$ cat src/rtl/hazard_ctrl.sv
`default_nettype none
// ============================================================================
// Module      : hazard_ctrl
// Description : Pipeline sequencing unit for the 5-stage RV32I core. It drives
//               the load enables and synchronous clears of the PC and the
//               pipeline registers. It resolves load-use stalls, taken-branch
//               flushes and multi-cycle data-memory waits, and it flags a
//               data-memory timeout. Saturating stall/flush counters are kept
//               for performance debug.
// Revision    : 1.0 - initial release
// ============================================================================
module hazard_ctrl #(
    parameter int TIMEOUT = 16,     // max consecutive wait cycles (>= 2)
    parameter int CNT_W   = 16      // width of the debug counters
) (
    input  logic             CLK,
    input  logic             RESET,
    input  logic             MemRead_EX,
    input  logic [4:0]       wrin_EX,
    input  logic [4:0]       rs1_ID,
    input  logic [4:0]       rs2_ID,
    input  logic             uses_rs1_ID,
    input  logic             uses_rs2_ID,
    input  logic             branch_taken_EX,
    input  logic             dmem_req,
    input  logic             dmem_ack,
    output logic             PC_WRITE,
    output logic             IFID_WRITE,
    output logic             IDEX_WRITE,
    output logic             EXMEM_WRITE,
    output logic             IFID_CLEAR,
    output logic             IDEX_CLEAR,
    output logic             MEMWB_CLEAR,
    output logic             mem_timeout,
    output logic [CNT_W-1:0] stall_count,
    output logic [CNT_W-1:0] flush_count
);

    // The wait counter only has to hold values up to TIMEOUT-1.
    localparam int c_WAIT_W = (TIMEOUT > 2) ? $clog2(TIMEOUT) : 1;
    localparam logic [c_WAIT_W-1:0] c_WAIT_LAST = c_WAIT_W'(TIMEOUT - 1);

    typedef enum logic [1:0] {
        ST_RUN      = 2'd0,
        ST_MEM_WAIT = 2'd1,
        ST_ERROR    = 2'd2
    } state_t;

    state_t              r_state;
    logic [c_WAIT_W-1:0] r_wait_cnt;
    logic                r_mem_timeout;
    logic [CNT_W-1:0]    r_stall_cnt;
    logic [CNT_W-1:0]    r_flush_cnt;

    logic w_rs1_hit;
    logic w_rs2_hit;
    logic w_load_use;
    logic w_mem_stall;
    logic w_active;
    logic w_flush_evt;
    logic w_stall_evt;

    // ------------------------------------------------------------------------
    // Hazard detection
    // ------------------------------------------------------------------------
    // x0 is never a real destination, so a load targeting it cannot create a
    // dependency.
    assign w_rs1_hit   = uses_rs1_ID && (rs1_ID == wrin_EX);
    assign w_rs2_hit   = uses_rs2_ID && (rs2_ID == wrin_EX);
    assign w_load_use  = MemRead_EX && (wrin_EX != 5'd0) && (w_rs1_hit || w_rs2_hit);

    // A dropped request is treated the same as an acknowledge, so in every
    // state "no stall this cycle" is exactly req & !ack being false.
    assign w_mem_stall = dmem_req && !dmem_ack;

    // RUN and MEM_WAIT evaluate the same priority chain; ERROR overrides it.
    assign w_active    = (r_state != ST_ERROR);

    // A branch only takes effect when the pipeline is not frozen by memory.
    assign w_flush_evt = w_active && !w_mem_stall && branch_taken_EX;

    // Any cycle where the PC is held (memory freeze or load-use bubble).
    assign w_stall_evt = w_active && !PC_WRITE;

    // ------------------------------------------------------------------------
    // Mealy pipeline controls: priority is reset, error, memory, branch, load-use
    // ------------------------------------------------------------------------
    always_comb begin
        PC_WRITE    = 1'b1;
        IFID_WRITE  = 1'b1;
        IDEX_WRITE  = 1'b1;
        EXMEM_WRITE = 1'b1;
        IFID_CLEAR  = 1'b0;
        IDEX_CLEAR  = 1'b0;
        MEMWB_CLEAR = 1'b0;

        if (RESET) begin
            PC_WRITE    = 1'b0;
            IFID_WRITE  = 1'b0;
            IDEX_WRITE  = 1'b0;
            EXMEM_WRITE = 1'b0;
            IFID_CLEAR  = 1'b1;
            IDEX_CLEAR  = 1'b1;
            MEMWB_CLEAR = 1'b1;
        end else if (!w_active) begin
            // Pipeline is parked; only bubbles leave the MEM stage.
            PC_WRITE    = 1'b0;
            IFID_WRITE  = 1'b0;
            IDEX_WRITE  = 1'b0;
            EXMEM_WRITE = 1'b0;
            MEMWB_CLEAR = 1'b1;
        end else if (w_mem_stall) begin
            // Freeze everything up to EX/MEM and drain a bubble into WB. A
            // pending branch in EX is held and flushed on completion.
            PC_WRITE    = 1'b0;
            IFID_WRITE  = 1'b0;
            IDEX_WRITE  = 1'b0;
            EXMEM_WRITE = 1'b0;
            MEMWB_CLEAR = 1'b1;
        end else if (branch_taken_EX) begin
            // PC loads the target; the two younger instructions are squashed.
            // A simultaneous load-use hazard is moot because ID is flushed.
            IFID_CLEAR  = 1'b1;
            IDEX_CLEAR  = 1'b1;
        end else if (w_load_use) begin
            // Hold fetch/decode one cycle and send a bubble into EX while the
            // load advances to MEM.
            PC_WRITE    = 1'b0;
            IFID_WRITE  = 1'b0;
            IDEX_CLEAR  = 1'b1;
        end
    end

    // ------------------------------------------------------------------------
    // State machine: tracks consecutive memory-wait cycles and the timeout
    // ------------------------------------------------------------------------
    always_ff @(posedge CLK or posedge RESET) begin
        if (RESET) begin
            r_state       <= ST_RUN;
            r_wait_cnt    <= '0;
            r_mem_timeout <= 1'b0;
        end else begin
            case (r_state)
                ST_RUN: begin
                    if (w_mem_stall) begin
                        r_state    <= ST_MEM_WAIT;
                        r_wait_cnt <= c_WAIT_W'(1);
                    end
                end
                ST_MEM_WAIT: begin
                    if (!w_mem_stall) begin
                        r_state    <= ST_RUN;
                        r_wait_cnt <= '0;
                    end else if (r_wait_cnt == c_WAIT_LAST) begin
                        r_state       <= ST_ERROR;
                        r_mem_timeout <= 1'b1;
                    end else begin
                        r_wait_cnt <= r_wait_cnt + c_WAIT_W'(1);
                    end
                end
                ST_ERROR: begin
                    // Only a reset leaves this state.
                    r_mem_timeout <= 1'b1;
                end
                default: begin
                    r_state    <= ST_RUN;
                    r_wait_cnt <= '0;
                end
            endcase
        end
    end

    // ------------------------------------------------------------------------
    // Saturating stall counter: cycles with the PC held outside ERROR
    // ------------------------------------------------------------------------
    always_ff @(posedge CLK or posedge RESET) begin
        if (RESET) begin
            r_stall_cnt <= '0;
        end else if (w_stall_evt && !(&r_stall_cnt)) begin
            r_stall_cnt <= r_stall_cnt + CNT_W'(1);
        end
    end

    // ------------------------------------------------------------------------
    // Saturating flush counter: branch flush events actually applied
    // ------------------------------------------------------------------------
    always_ff @(posedge CLK or posedge RESET) begin
        if (RESET) begin
            r_flush_cnt <= '0;
        end else if (w_flush_evt && !(&r_flush_cnt)) begin
            r_flush_cnt <= r_flush_cnt + CNT_W'(1);
        end
    end

    assign mem_timeout = r_mem_timeout;
    assign stall_count = r_stall_cnt;
    assign flush_count = r_flush_cnt;

endmodule
`default_nettype wire

$ cat config.mk
export PLATFORM = sky130hd
export DESIGN_NAME = hazard_ctrl
export DESIGN_NICKNAME = d
export VERILOG_FILES = /design/src/rtl/hazard_ctrl.sv
export SDC_FILE = /design/constraint.sdc
export NUM_CORES = 1
export LEC_CHECK = 0
export ABC_AREA = 1
export BUFFER_PORTS_ARGS = -buffer_cell sky130_fd_sc_hd__buf_2
export CAP_MARGIN = 40
export CORE_ASPECT_RATIO = 0.5
export CORE_MARGIN = 1
export CORE_UTILIZATION = 35
export CTS_BUF_LIST = sky130_fd_sc_hd__clkbuf_4
export DETAILED_ROUTE_END_ITERATION = 10
export MAX_ROUTING_LAYER = met4
export PLACE_DENSITY = 0.57
export SYNTH_ARGS = -nofsm -noshare
export SYNTH_HDL_FRONTEND = slang
export SYNTH_SLANG_ARGS = --single-unit
$ cat constraint.sdc
create_clock -name CLK -period 2.25 [get_ports CLK]
set_input_delay 0.3375 -clock CLK [delete_from_list [all_inputs] [get_ports CLK]]
set_output_delay 0.3375 -clock CLK [all_outputs]
set_load 0.01 [all_outputs]
==> impl_metrics.ini, run 1 <==
[power_and_ir_drop]
p_seq_frac = 0.487
comb_power_share = 0.269
worst_ir_drop_vdd_v = 0.0002836
p_per_area_mw_per_mm2 = 656.5
switching_share = 0.3582
switching_power_mw = 0.7012
p_leak_nw = 1.639
clock_power_share = 0.245
internal-power_mw = 1.256

[synth]
yosys.area.top_type = dfrtp_1
synth_top_area_share = 0.3890
synth.most_common_cell = nand2_1
yosysWarnings = 0
ys_ff_latch = 39
syn_inst = 356
syn_nets = 382
netlist_top_cells_count = nand2_1, inv_1, dfrtp_1
ys_seq_area_frac = 0.3890
synth_edf_count = 0
synth.distinct_cells = 26
syn_area_per_cell_um2 = 7.047
netlist_area_mm2 = 0.002509
synth-async-reset-ratio = 1.000
synth_ff_type = dfrtp_1
synth_area_leaders = dfrtp_1, nand2_1, nand3_1

[floorplanning]
placementRows = 21
die_h_um = 61.87
die_w_um = 121.7
io_pins = 63
start_util = 0.3686
core-area_mm2 = 0.006805
dieArea_mm2 = 0.007531

[clocking]
cts_tree = done
clkSinkCount = 39
htreeDepth = 2
cts_setup_buffers = 0
cts_resized = 0
insertion_delay_ps = 370
cts-root-buf = clkbuf_4
numCtsBuffers = 5
clk_pin_slew_ps = 120
cts_buffer_depth = 2
cts_hold_buf = 0

[sta]
finalHoldViolCount = 0
worst_pin_slew_ps = 504.1
clock_skew_ps = 7.369
relSlewSlack = 0.6639
period_share = 0.9326
period_needed_ps = 2098
setup_viol = 0
fin_hold_ws_ps = 153.9
rsz0062_at_grt = false
drv_slew = 0
tns_ps = 0
fmax_ghz = 0.4766

[critical_path]
worstRegToRegCells = 9
regToRegSetupSlack_ps = 430
crit_arrival_ps = 1760
cp-end-kind = primary output
required_ps = 1910
slowest_stage = dfrtp_1
worstPathCellList = nor2_2, inv_1, nand2_1, nor2_1, inv_1, nand2_1, o21bai_1, buf_2
r2r-start = stall_count[0]
crit_path_start = r_state[0]
startpoint_type = register
timing.rr.end = stall_count[10]
critPathMaxFanout = 4
max_stage_delay_ps = 430
worst-setup-path-type = register to primary output

[global_route]
grt.overflow.total = 0
antenna_found_initial = 0
grt_use_total = 0.1750
first_global_vias = 2087
grt_max_degree = 40
grt_pass1_wl_mm = 9.749

[finish]
finalNonFillerCells = 515
drive_gt1_frac = 0.2033
num-fill-cells = 728
antenna_cells = 0
post-route-cell-area_mm2 = 0.002982
final_nets = 448
areaGrowthSynthToFinish_pct = 18.85

[routing]
vias_per_cell = 4.497
dr.pass1.iters = 4
drc = 0
drt_iter0_drc = 112
vias = 2316
wl_per_cell_um = 10.85
wl_mm = 5.589
postRouteAntennaNets = 0

[status]
outcome = finished clean

[placement]
dpl-instance-area_mm2 = 0.002903
io_buffers = 62
placed_cells_incl_taps = 507
dpl.hpwl_mm = 4.350
place_congestion = 0.9172

[hold_path]
hp-class = input pin to async pin

[run]
maxCapViolations = 0
==> critical path: cells and delay by family (launching register included) <==
family | cells | cell delay [ps]
AO/OA/AOI/OAI | 1 | 160
buffers and inverters | 3 | 290
flip-flops | 1 | 430
AND/OR/NAND/NOR | 4 | 520
==> final cells by class <==
class                           instances  area (um2)  area share
Tap cell                               92       115.1     0.03861
Timing Repair Buffer                   66       340.3      0.1141
Clock buffer                            5       37.54     0.01259
Inverter                               44       165.2     0.05539
Sequential cell                        39       975.9      0.3273
Clock inverter                          3       38.79     0.01301
Multi-Input combinational cell        266        1309      0.4389
==> registers in the layout, summed over array words and instances (netlist names) <==
signal       cells
flush_count     16
stall_count     16
r_wait_cnt       4
r_state          2
mem_timeout      1
==> power groups by stage <==
stage / Sequential [mW] / Clock [mW] / Combinational [mW]
4_1_cts: 0.952 / 0.503 / 0.537
6_report: 0.952 / 0.479 / 0.526
2_1_floorplan: 0.985 / 0 / 0.313
5_1_grt: 0.974 / 0.528 / 0.616
3_3_place_gp: 0.964 / 0 / 0.533
3_5_place_dp: 0.966 / 0 / 0.535
==> logic make-up after synthesis <==
family,after synthesis,synth area share
compound gates,17,0.04090
flops,39,0.3890
fa+ha+maj,3,0.01496
buf+inv,51,0.09027
xor+xnor,28,0.09775
simple gates,218,0.3671
==> layout by cell type, fill, tap and decap left out, types with 2 or more instances in the layout <==
| cell type | netlist | final |
|---|---|---|
| a21oi_1 | 4 | 4 |
| buf_2 | 1 | 62 |
| buf_4 | 3 | 4 |
| clkbuf_4 | 0 | 5 |
| dfrtp_1 | 39 | 39 |
| ha_1 | 3 | 3 |
| inv_1 | 43 | 43 |
| nand2_1 | 129 | 129 |
| nand2_2 | 2 | 2 |
| nand3_1 | 36 | 36 |
| nand3b_1 | 2 | 2 |
| nand4_1 | 4 | 4 |
| nor2_1 | 31 | 30 |
| nor2_2 | 4 | 5 |
| nor3_1 | 7 | 7 |
| o21ai_0 | 9 | 9 |
| xnor2_1 | 16 | 16 |
| xor2_1 | 12 | 12 |
==> metal layers <==
layer,up-vias,wire length (um),track usage
met5,-,0,-
met4,0,70,0.04762
met3,7,203,0.04288
met2,33,2339,0.2646
met1,1041,2975,0.2350
li1,1235,-,-
==> worst max path at each step <==
| stage | cells past startpoint | end | slack (ps) |
|---|---|---|---|
| 6_report | 8 | IDEX_CLEAR | 150 |
| 5_1_grt | 8 | IDEX_CLEAR | 10 |
| 4_1_cts | 8 | PC_WRITE | 120 |
| 3_5_place_dp | 9 | stall_count[12] | 430 |
| 3_3_place_gp | 9 | stall_count[12] | 430 |
| 2_1_floorplan | 3 | IDEX_CLEAR | 220 |
==> through the flow <==
step	utilization	total power [mW]	setup WS [ps]
after floorplan	-	1.297	218.2
after global placement	0.4265	1.497	425.0
after detailed placement	0.4265	1.501	426.3
after CTS	0.4378	1.992	121.9
after global routing	0.4381	2.117	12.58
final	0.4381	1.957	151.7
Power figures use the tool's default switching activity.
==> run 2, diff against run 1 <==
- GPL_TIMING_DRIVEN: not set -> 0
- HOLD_SLACK_MARGIN: not set -> 0.03
==> run 2 against run 1 <==
Sequential power about the same. Power decreased by 4.1%. Clock power decreased by 20%. Sequential cell count unchanged. Via count decreased by 0.52%. Utilization increased by 1.1 points. Critical path depth increased by 1. Die area unchanged. Highest routed layer unchanged. Count of clock-buffer cells in the layout increased by 1. Final area increased by 2.6%.
==> impl_metrics.ini, run 2 (same netlist as run 1, synthesis figures left out) <==
[global_route]
grt_pass1_wl_mm = 9.266
first_global_vias = 1995
antenna_found_initial = 0
grt_max_degree = 28
grt_use_total = 0.1662
grt.overflow.total = 0

[finish]
final_common_cell = nand2_1
drive_gt1_frac = 0.2214
antenna_cells = 0
num-fill-cells = 720
final_cell_mix = nand2_1, buf_2, inv_1, dfrtp_1, nand3_1
multi_input_area_mm2 = 0.001335
post-route-cell-area_mm2 = 0.003058
seq_area_um2 = 975.9
areaGrowthSynthToFinish_pct = 21.90
final_nets = 454
finalNonFillerCells = 521

[clocking]
clkSinkCount = 39
cts_tree = done
numCtsBuffers = 5
insertion_delay_ps = 360
cts-root-buf = clkbuf_4
htreeDepth = 2
clk_pin_slew_ps = 130
cts_buffer_depth = 2

[sta]
period_share = 0.9259
clock_skew_ps = 9.317
period_needed_ps = 2083
relSlewSlack = 0.7709
worst_pin_slew_ps = 341.1
setup_viol = 0
fmax_ghz = 0.4800
finalHoldViolCount = 0
rsz0062_at_grt = false
drv_slew = 0
fin_hold_ws_ps = 253.2
tns_ps = 0

[critical_path]
slowest_stage = dfrtp_1
crit_family = simple AND/OR/NAND/NOR gates
worstRegToRegCells = 9
crit_arrival_ps = 1750
startpoint_type = register
required_ps = 1910
cp_num_buf_inv = 5
worst-setup-path-type = register to primary output
max_stage_delay_ps = 410
worst-path-stages = 9
critPathMaxFanout = 18
worstPathCellList = inv_2, nor2_4, inv_1, nand2_1, nor2_4, nand2_8, inv_1, buf_4, buf_2
cp-end-kind = primary output

[power_and_ir_drop]
switching_share = 0.3746
switching_power_mw = 0.7034
comb_power_share = 0.289
p_per_area_mw_per_mm2 = 614.1
clock_power_share = 0.204
worst_ir_drop_vdd_v = 0.0003183
internal-power_mw = 1.174
p_seq_frac = 0.508
p_leak_nw = 1.667
power_mw = 1.878

[placement]
place_congestion = 0.8052
io_buffers = 62
placed_cells_incl_taps = 511
dpl-instance-area_mm2 = 0.002954
dpl.hpwl_mm = 4.342

[floorplanning]
placementRows = 21
die_w_um = 121.7
start_util = 0.3686
die_h_um = 61.87
dieArea_mm2 = 0.007531
core-area_mm2 = 0.006805
io_pins = 63

[routing]
drc = 0
postRouteAntennaNets = 0
wl_mm = 5.606
dr.pass1.iters = 4
vias = 2304
vias_per_cell = 4.422
drt_iter0_drc = 107
wl_per_cell_um = 10.76

[status]
outcome = finished clean

[hold_path]
whs_path_depth = 4
hp-class = input pin to register

[run]
maxCapViolations = 0
[run 2: cell types whose count changed in the layout (fill, tap and decap cells not counted), sizes merged]
cell,delta
buf,+5
bufinv,-1
clkbuf,+1
clkinv,-1
clkinvlp,+1
dlygate4sd3,+1
[run 2: path summary, 6_finish.rpt]
kind / startpoint / end / slack (ps)
worst max-delay path: r_state[1] / PC_WRITE / 170
min in group asynchronous: RESET / r_wait_cnt[0] / 490
worst max register to register: stall_count[0] / stall_count[10] / 370
max in group asynchronous: RESET / flush_count[1] / 1310
worst min register to register: mem_timeout / mem_timeout / 480
worst min-delay path: dmem_ack / r_state[0] / 250
[run 2: cell type report]
class	instances	area share
inverters	44	0.05401
clock buffers	6	0.01473
multi-input cells	266	0.4366
flip-flops and latches	39	0.3191
repair buffers	66	0.1162
well taps	92	0.03764
clock inverters	2	0.004092
plain buffers	6	0.01759
[run 2: power by group through the flow]
| stage | Sequential, mW | Combinational [mW] | Clock [mW] |
|---|---|---|---|
| global route | 0.975 | 0.628 | 0.424 |
| detailed placement | 0.968 | 0.541 | 0 |
| finish | 0.953 | 0.542 | 0.383 |
| CTS | 0.955 | 0.547 | 0.402 |
| global placement | 0.968 | 0.532 | 0 |
| floorplan | 0.985 | 0.313 | 0 |
[run 2: worst register-to-register path: stages (launching register included)]
cell,delay [ps]
dfrtp_1,460
ha_1,280
nand3_1,130
inv_1,80
nand3_2,100
nor2_2,60
a21oi_4,260
buf_2,280
nand3_1,110
nand2_1,70
[run 2: stage by stage]
step	util	worst slack (ps)
floorplan	-	218.2
global placement	0.4311	-400.4
detailed placement	0.4341	200.7
CTS	0.4477	25.62
global route	0.4493	7.621
finish	0.4493	166.8
[run 2: repair_timing]
item / 4_1_cts / 5_1_grt
pin swaps: 0 / 1
endpoints found under the setup margin: 2 / 3
hold buffers: 1 / 0
setup buffers: 1 / 1
gates resized for setup: 4 / 3
hold endpoints to repair: 12 / 0
[run 2: per-layer routing]
layer	up-vias	track usage	share of wire	routed length (um)
met5	-	-	0	0
met4	0	0.03704	0.0077	43
met3	5	0.04197	0.039	217
met2	35	0.2549	0.42	2347
met1	1015	0.2223	0.53	2998
li1	1249	-	-	-
